[src/rtl/dtw_ref_streamer.sv]
// Read-side sequencer streaming reference samples from BRAM as valid/ready.
// Optional DTW_REF_LOOP_EN adds a loop input for back-to-back repeated passes.
module dtw_ref_streamer #(
    parameter int width  = 16,
    parameter int ptrWid = 15,
    parameter int depth  = 2**ptrWid
) (
    input  logic              clk,
    input  logic              rst,
    input  logic              start,
    input  logic [ptrWid:0]   ref_len,
`ifdef DTW_REF_LOOP_EN
    input  logic              loop,
`endif
    output logic [ptrWid-1:0] addrR,
    input  logic [width-1:0]  mem_data,
    output logic [width-1:0]  ref_data,
    output logic              ref_valid,
    input  logic              ref_ready,
    output logic              ref_last,
    output logic              busy,
    output logic              done
);

    typedef enum logic [1:0] {IDLE, RUN, FIN} state_t;

    localparam logic [ptrWid:0] DEPTH_L = (ptrWid+1)'(depth);

    state_t            state_q, state_d;
    logic [ptrWid:0]   len_q, len_d;
    logic [ptrWid:0]   issued_q, issued_d;
    logic [ptrWid-1:0] addr_q, addr_d;
    logic              infl_q, infl_d;
    logic              ilast_q, ilast_d;
    logic              ifin_q, ifin_d;
    logic [width-1:0]  bdat_q [2];
    logic [width-1:0]  bdat_d [2];
    logic [1:0]        blast_q, blast_d;
    logic [1:0]        bfin_q, bfin_d;
    logic              head_q, head_d;
    logic [1:0]        cnt_q, cnt_d;

    logic [ptrWid:0]   len_clamp;
    logic [2:0]        occ;
    logic              pop, issue, is_last, loop_now, tail;

`ifdef DTW_REF_LOOP_EN
    assign loop_now = loop;
`else
    assign loop_now = 1'b0;
`endif

    assign len_clamp = (ref_len > DEPTH_L) ? DEPTH_L : ref_len;
    assign ref_valid = (cnt_q != 2'd0);
    assign ref_data  = bdat_q[head_q];
    assign ref_last  = ref_valid && blast_q[head_q];
    assign pop       = ref_valid && ref_ready;
    assign addrR     = addr_q;
    assign busy      = (state_q == RUN);
    assign done      = (state_q == FIN);

    // Occupancy after this edge; counting the concurrent pop keeps one read per cycle.
    assign occ     = {1'b0, cnt_q} + {2'b0, infl_q} - {2'b0, pop};
    assign is_last = (issued_q == len_q - 1'b1);
    assign issue   = (state_q == RUN) && (issued_q < len_q) && (occ < 3'd2);
    assign tail    = head_q ^ (cnt_q == 2'd1);

    always_comb begin
        state_d  = state_q;
        len_d    = len_q;
        issued_d = issued_q;
        addr_d   = addr_q;
        infl_d   = issue;
        ilast_d  = ilast_q;
        ifin_d   = ifin_q;
        bdat_d   = bdat_q;
        blast_d  = blast_q;
        bfin_d   = bfin_q;
        head_d   = head_q;
        cnt_d    = cnt_q + {1'b0, infl_q} - {1'b0, pop};

        unique case (state_q)
            IDLE: begin
                if (start) begin
                    len_d    = len_clamp;
                    issued_d = '0;
                    addr_d   = '0;
                    state_d  = (len_clamp != '0) ? RUN : FIN;
                end
            end
            RUN: begin
                if (pop && bfin_q[head_q]) state_d = FIN;
            end
            FIN: state_d = IDLE;
            default: state_d = IDLE;
        endcase

        if (issue) begin
            ilast_d = is_last;
            ifin_d  = is_last && !loop_now;
            if (is_last && loop_now) begin
                issued_d = '0;
                addr_d   = '0;
            end else begin
                issued_d = issued_q + 1'b1;
                // Hold on the final address so a full-depth pass never wraps.
                if (!is_last) addr_d = addr_q + 1'b1;
            end
        end

        if (infl_q) begin
            bdat_d[tail]  = mem_data;
            blast_d[tail] = ilast_q;
            bfin_d[tail]  = ifin_q;
        end

        if (pop) head_d = ~head_q;
    end

    always_ff @(posedge clk) begin
        if (rst) begin
            state_q  <= IDLE;
            len_q    <= '0;
            issued_q <= '0;
            addr_q   <= '0;
            infl_q   <= 1'b0;
            ilast_q  <= 1'b0;
            ifin_q   <= 1'b0;
            bdat_q[0] <= '0;
            bdat_q[1] <= '0;
            blast_q  <= '0;
            bfin_q   <= '0;
            head_q   <= 1'b0;
            cnt_q    <= '0;
        end else begin
            state_q  <= state_d;
            len_q    <= len_d;
            issued_q <= issued_d;
            addr_q   <= addr_d;
            infl_q   <= infl_d;
            ilast_q  <= ilast_d;
            ifin_q   <= ifin_d;
            bdat_q   <= bdat_d;
            blast_q  <= blast_d;
            bfin_q   <= bfin_d;
            head_q   <= head_d;
            cnt_q    <= cnt_d;
        end
    end

endmodule

[config.mk]
export PLATFORM = sky130hd
export DESIGN_NAME = dtw_ref_streamer
export DESIGN_NICKNAME = d
export VERILOG_FILES = /design/src/rtl/dtw_ref_streamer.sv
export SDC_FILE = /design/constraint.sdc
export NUM_CORES = 1
export LEC_CHECK = 0
export CAP_MARGIN = 20
export CORE_MARGIN = 2
export CORE_UTILIZATION = 40
export CTS_CLUSTER_DIAMETER = 30
export CTS_CLUSTER_SIZE = 25
export DETAILED_ROUTE_END_ITERATION = 10
export DONT_BUFFER_PORTS = 1
export GPL_ROUTABILITY_DRIVEN = 0
export PLACE_DENSITY = 0.56
export RECOVER_POWER = 100
export SLEW_MARGIN = 20
export SYNTH_ARGS = -nofsm -noshare
export SYNTH_HDL_FRONTEND = slang
export SYNTH_SLANG_ARGS = --single-unit
[constraint.sdc]
create_clock -name clk -period 5.2 [get_ports clk]
set_clock_uncertainty 0.15 [all_clocks]
set_input_delay 0.78 -clock clk [delete_from_list [all_inputs] [get_ports clk]]
set_output_delay 0.78 -clock clk [all_outputs]
set_load 0.05 [all_outputs]
[Yosys cells after proc, flatten, opt, wreduce, memory -nomap -nowiden]
Cells that the tools add are included.
Operators by class
  equal/unequal tests: 6
  $add $sub $neg: 7
  mux-type cells: 26
  reduce and logical (&&, ||, !) cells: 15
  bitwise gates (word level): 4
  $lt $le $gt $ge: 9
Operators with widths (number)
  two-way mux 16 bit: 8
  two-way mux 15 bit: 4
  bitwise mux 32 bit: 1
  adder 16 x 1 -> 16 bit (second input constant): 1
  demux 16 bit (select 1 bit): 1
  equality test 16 bit: 1
  greater-than comparator 16 bit (second input constant): 1
  less-than comparator 16 bit: 1
  nonzero test 16 bit: 1
  subtractor 16 x 1 -> 16 bit (second input constant): 1
  adder 15 x 1 -> 15 bit (second input constant): 1
  logical AND 1 bit: 7
  two-way mux 2 bit: 3
  AND reduction 2 bit: 3
  nonzero test 2 bit: 3
  two-way mux 1 bit: 5
  bitwise mux 2 bit: 2
  equality test 2 x 1 -> 1 bit (second input constant): 2
  greater-or-equal comparator 2 bit (second input constant): 2
  less-than comparator 1 x 2 -> 1 bit (second input constant): 2
  NOT 1 -> 2 bit: 2
  case mux 2 bit (2 select lines): 1
  adder 2 x 1 -> 3 bit: 1
  less-than comparator 3 x 2 -> 1 bit (second input constant): 1
  12 further kinds: 12
Storage, ports and cells
  output and inout bits: 35
  word-level logic and storage cells: 79
  register bits: 90
  bits of input ports: 36

[Depth between registers and ports, before layout]
  depth after elaboration: 8
  depth in mapped cells: 17
  mapped depth without buffers: 15

[Worst setup path after synthesis]
Ideal clock, no wire load.
  path kind: reg2reg
  start point: register cnt_q[1]
  end point: register addr_q[3], in the netlist addrR[3]
  cell stages (with the launch flop): 18
  buffers on the path: 2
  path slack: 1.653 ns
  library setup time: 0.122 ns
  clock period less this slack: 3.547 ns
  data required time: 4.928 ns
  arrival time: 3.276 ns
  cells stage by stage: dfxtp_1 inv_1 nand2_1 nand2_1 inv_1 ha_1 inv_1 ha_1 fa_1 xor2_1 nand3_1 a21oi_1 o211ai_1 nand2b_1 clkbuf_1 clkbuf_1 nor4_1 a221o_1
Between the ends
  word-level cells in the longest chain between the ends: 6
  elaborated cells between the ends (all ways): 7
  those cells by class: add/sub (2); order compare (1); mux (1); reduce/logical (3)
Ends and longest elaborated chain
  from (decl): line 41  | logic [1:0] cnt_q, cnt_d;
  from (signal assigned): line 147  | cnt_q <= cnt_d;
  nonzero test 2 bit: line 54  | assign ref_valid = (cnt_q != 2'd0);
  via ref_valid: line 18  | output logic ref_valid,
  logical AND 1 bit: line 57  | assign pop = ref_valid && ref_ready;
  via pop: line 45  | logic pop, issue, is_last, loop_now, tail;
  subtractor 3 x 1 -> 3 bit: line 63  | assign occ = {1'b0, cnt_q} + {2'b0, infl_q} - {2'b0, pop};
  less-than comparator 3 x 2 -> 1 bit: line 65  | assign issue = (state_q == RUN) && (issued_q < len_q) && (occ < 3'd2);
  logical AND 1 bit: line 65
  two-way mux 15 bit: line 98  | if (issue) begin
  to (signal assigned): line 139  | addr_q <= addr_d;
  to (decl): line 32  | logic [ptrWid-1:0] addr_q, addr_d;
The timed path passes the listed nets, and every way through them passes these cells.
A chain may end at the register's enable or synchronous reset.

[Final worst setup path]
  start point: register cnt_q[1]
  end point: register addr_q[0], in the netlist addrR[0]
Same word-level chain as after synthesis.

==> out/qor.csv <==
metric,value,unit
Via density,5.548,
drt drc,0,
normalized max-slew margin,21.91,%
# IOs,71,
post-synth top area share,35.50,%
H-tree depth,3,
Layout Nets,619,
Root Buffer,clkbuf_16,
DP Area,5046,µm²
drt first-iter violations,246,
most frequent cell after synthesis,nor2_1,
Hold EP,bdat_q[24],
ys async rst share,0,%
post-synth top area cell,dfxtp_1,
max-slew violations,0,
r2r endpoint,addrR[0],
fin crit share,83.81,%
CP dominant cell by count,inv_1,
Post-CTS Resized,0,
CTS tree,yes,
postcts setup bufs,0,
register-to-register setup slack,0.84,ns
CP max stage delay,0.84,ns
setup violators final,0,
"Primary FF master, synth",dfxtp_1,
largest net degree at the start of global routing,74,
total track usage,17.73,%
HP Class,reg2reg,
gr ovfl total,0,
WL final,11250,µm
post-place setup slack,1.149,ns
CTS sink count,88,
FF-to-FF path depth,15,
crit path cell chain,"inv_1, nand2_1, nand2_1, inv_1, ha_1, inv_1, ha_1, fa_1, nor2_1, nand3_1, a21oi_1, o211ai_1, nand2b_1, nor2_1, mux2_2",
Post-synth EDFFs,0,
sequential share of power,43.7,%
clock power share,33.2,%
cell-internal power,1184,µW
hold_sp,bdat_q[24],
RSZ-0062 raised after global routing,no,
clock slew at reported path FFs,0.06,ns
worst endpoint required time,5.33,ns
Unique masters post-synth,55,
ant diodes,0,
Die H,115.4,µm
critical path peak fanout,16,
Net Sw Power,594.8,µW
Least-Margin Pin Slew,1.171,ns
yosys warns,0,
post-synthesis sequential area ratio,35.50,%
syn avg cell area,8.541,µm²
via count of the first global-routing pass,3920,
TritonCTS Buffers,9,
f_max,229.5,MHz
share of cells above drive strength 1,6.018,%
Antenna Nets Post-Route,0,
mapped cell area,4962,µm²
"flops & latches, synth",88,
core area,12060,µm²
logic gate share of total power,23.2,%
Period minus WS final,4.358,ns
WL/cell,15.35,µm
die width,115.4,µm
Final Hold Vio Count,0,
Crit Path Class,reg2reg,
synth cell count leaders,"89 x nor2_1, 88 x dfxtp_1, 38 x mux2i_1",
first-pass GRT wire length,19010,µm
Hold Crit Depth,2,
capturing element type of the critical path,flip-flop,
PD cells,335.7,nW/µm²
Net Sw Frac,33.43,%
clock latency on the worst-skew pair,0.34,ns
RR Startpoint,cnt_q[1],
CTS Hold Bufs,0,
Maximum Capacitance Violations,0,
"Slowest-stage cell, CP",nor2_1,
TritonRoute pass-1 iters,5,
Area Growth Syn to Fin,6.808,%
fin area,5300,µm²
initial antenna violation count,0,
post-synthesis cell count,581,
Critical Path Start Type,flip-flop,
WP data arrival,4.49,ns
starting density of the core,41.14,%
# rows,40,
status,finished clean,
Die ar.,13310,µm²
VDD IR max,0.2144,mV
Post-DP HPWL,7869,µm
setup tns final,0,ns
synth top area cells,"dfxtp_1 36%, mux2i_1 7.7%, nor2_1 6.7%, ha_1 5.3%, mux2_2 3.9%",
LEAKAGE,0.002233,µW
Port Buffers,0,
Vias,4067,
final worst slack,0.8418,ns
Max clock buf depth,2,
Post-Syn Nets,639,
[worst max-delay path, delay by kind of cell (launching register included)]
family          cells  cell delay, ns
simple gates        6            2.10
fa+ha+maj           3            0.91
flops               1            0.33
compound gates      2            0.30
mux                 1            0.29
buf+inv             3            0.23
[layer usage]
| layer | track usage [%] | up-vias | share of wire [%] |
|---|---|---|---|
| li1 | - | 2023 | - |
| met1 | 21.56 | 1951 | 45 |
| met2 | 29.20 | 80 | 48 |
| met3 | 6.168 | 13 | 5.8 |
| met4 | 6.104 | 0 | 1.4 |
| met5 | 0 | - | 0 |
[state kept, by name, indices dropped and copies added, names as in the netlist]
name / cells
bdat_q: 32
issued_q: 16
len_q: 16
addrR: 15
blast_q: 2
cnt_q: 2
state_q: 2
head_q: 1
ifin_q: 1
infl_q: 1
[power groups by stage]
stage	clock network [µW]	registers (µW)	logic, µW
final	590	777	412
after global placement	0	789	415
after detailed placement	0	792	426
after CTS	615	777	427
after global routing	647	785	460
after floorplan	0	755	399
[layout make-up]
cell class / count / area (µm²)
inverter: 32 / 120.1
sequential: 88 / 1762
clock buffer: 9 / 225.2
tap: 168 / 210.2
timing repair buffer: 3 / 18.77
clock inverter: 6 / 45.04
multi-input combinational: 427 / 2919
fill: 1232 / 6761
[stage by stage]
| stage | total power, µW | cells | utilization [%] | hold slack, ns |
|---|---|---|---|---|
| CTS | 1820 | 733 | 44.08 | 0.3375 |
| detailed placement | 1218 | 718 | 41.84 | 0.3331 |
| finish | 1779 | 733 | 43.94 | 0.3429 |
| global route | 1892 | 733 | 43.94 | 0.3408 |
| floorplan | 1154 | 581 | - | 0.3076 |
| global placement | 1204 | 718 | 41.82 | 0.3182 |
[worst max path at each step]
| stage | start | endpoint | slack [ns] | cells after the start |
|---|---|---|---|---|
| 2_1_floorplan | cnt_q[1] | addrR[3] | 1.65 | 17 |
| 6_report | cnt_q[1] | addrR[0] | 0.84 | 15 |
| 5_1_grt | cnt_q[1] | addrR[0] | 0.44 | 15 |
| 4_1_cts | cnt_q[1] | addrR[0] | 1.11 | 15 |
| 3_3_place_gp | cnt_q[1] | addrR[0] | 1.30 | 15 |
| 3_5_place_dp | cnt_q[1] | addrR[0] | 1.15 | 15 |
[logic make-up (layout without fill, tap and decap cells)]
| kind of cell | after synthesis | after routing | share of synthesized area, % |
|---|---|---|---|
| multiplexers | 55 | 55 | 11.52 |
| AND/OR/NAND/NOR | 225 | 225 | 23.02 |
| XOR/XNOR | 22 | 22 | 4.160 |
| buffers and inverters | 66 | 50 | 5.471 |
| flip-flops | 88 | 88 | 35.50 |
| AO/OA/AOI/OAI | 103 | 103 | 14.62 |
| adder cells (fa/ha/maj) | 22 | 22 | 5.698 |
[layout by cell type, fill, tap and decap left out, types with 3 or more instances in the layout]
master      Yosys  routed
nor2_1         89      90
dfxtp_1        88      88
mux2i_1        38      38
nand2_1        34      34
inv_1          32      32
a21oi_1        31      31
ha_1           21      21
o21ai_0        19      19
nor3_1         18      18
mux2_1          0      16
nand3_1        15      15
xnor2_1        14      14
a22oi_1        13      13
a221o_1        12      12
nor4_1         11      11
clkbuf_16       0       9
nor2b_1         8       8
nand4_1         8       8
xor2_1          7       7
and3_1          7       7
or2_2           5       5
or3b_2          5       5
nand2b_1        4       4
a21o_1          4       4
a211oi_1        4       4
or3_1           3       3
or4_1           3       3
a311o_1         3       3
nor4_4          3       3
clkinvlp_4      0       3
Note: power is estimated with default switching activity, not from simulation.
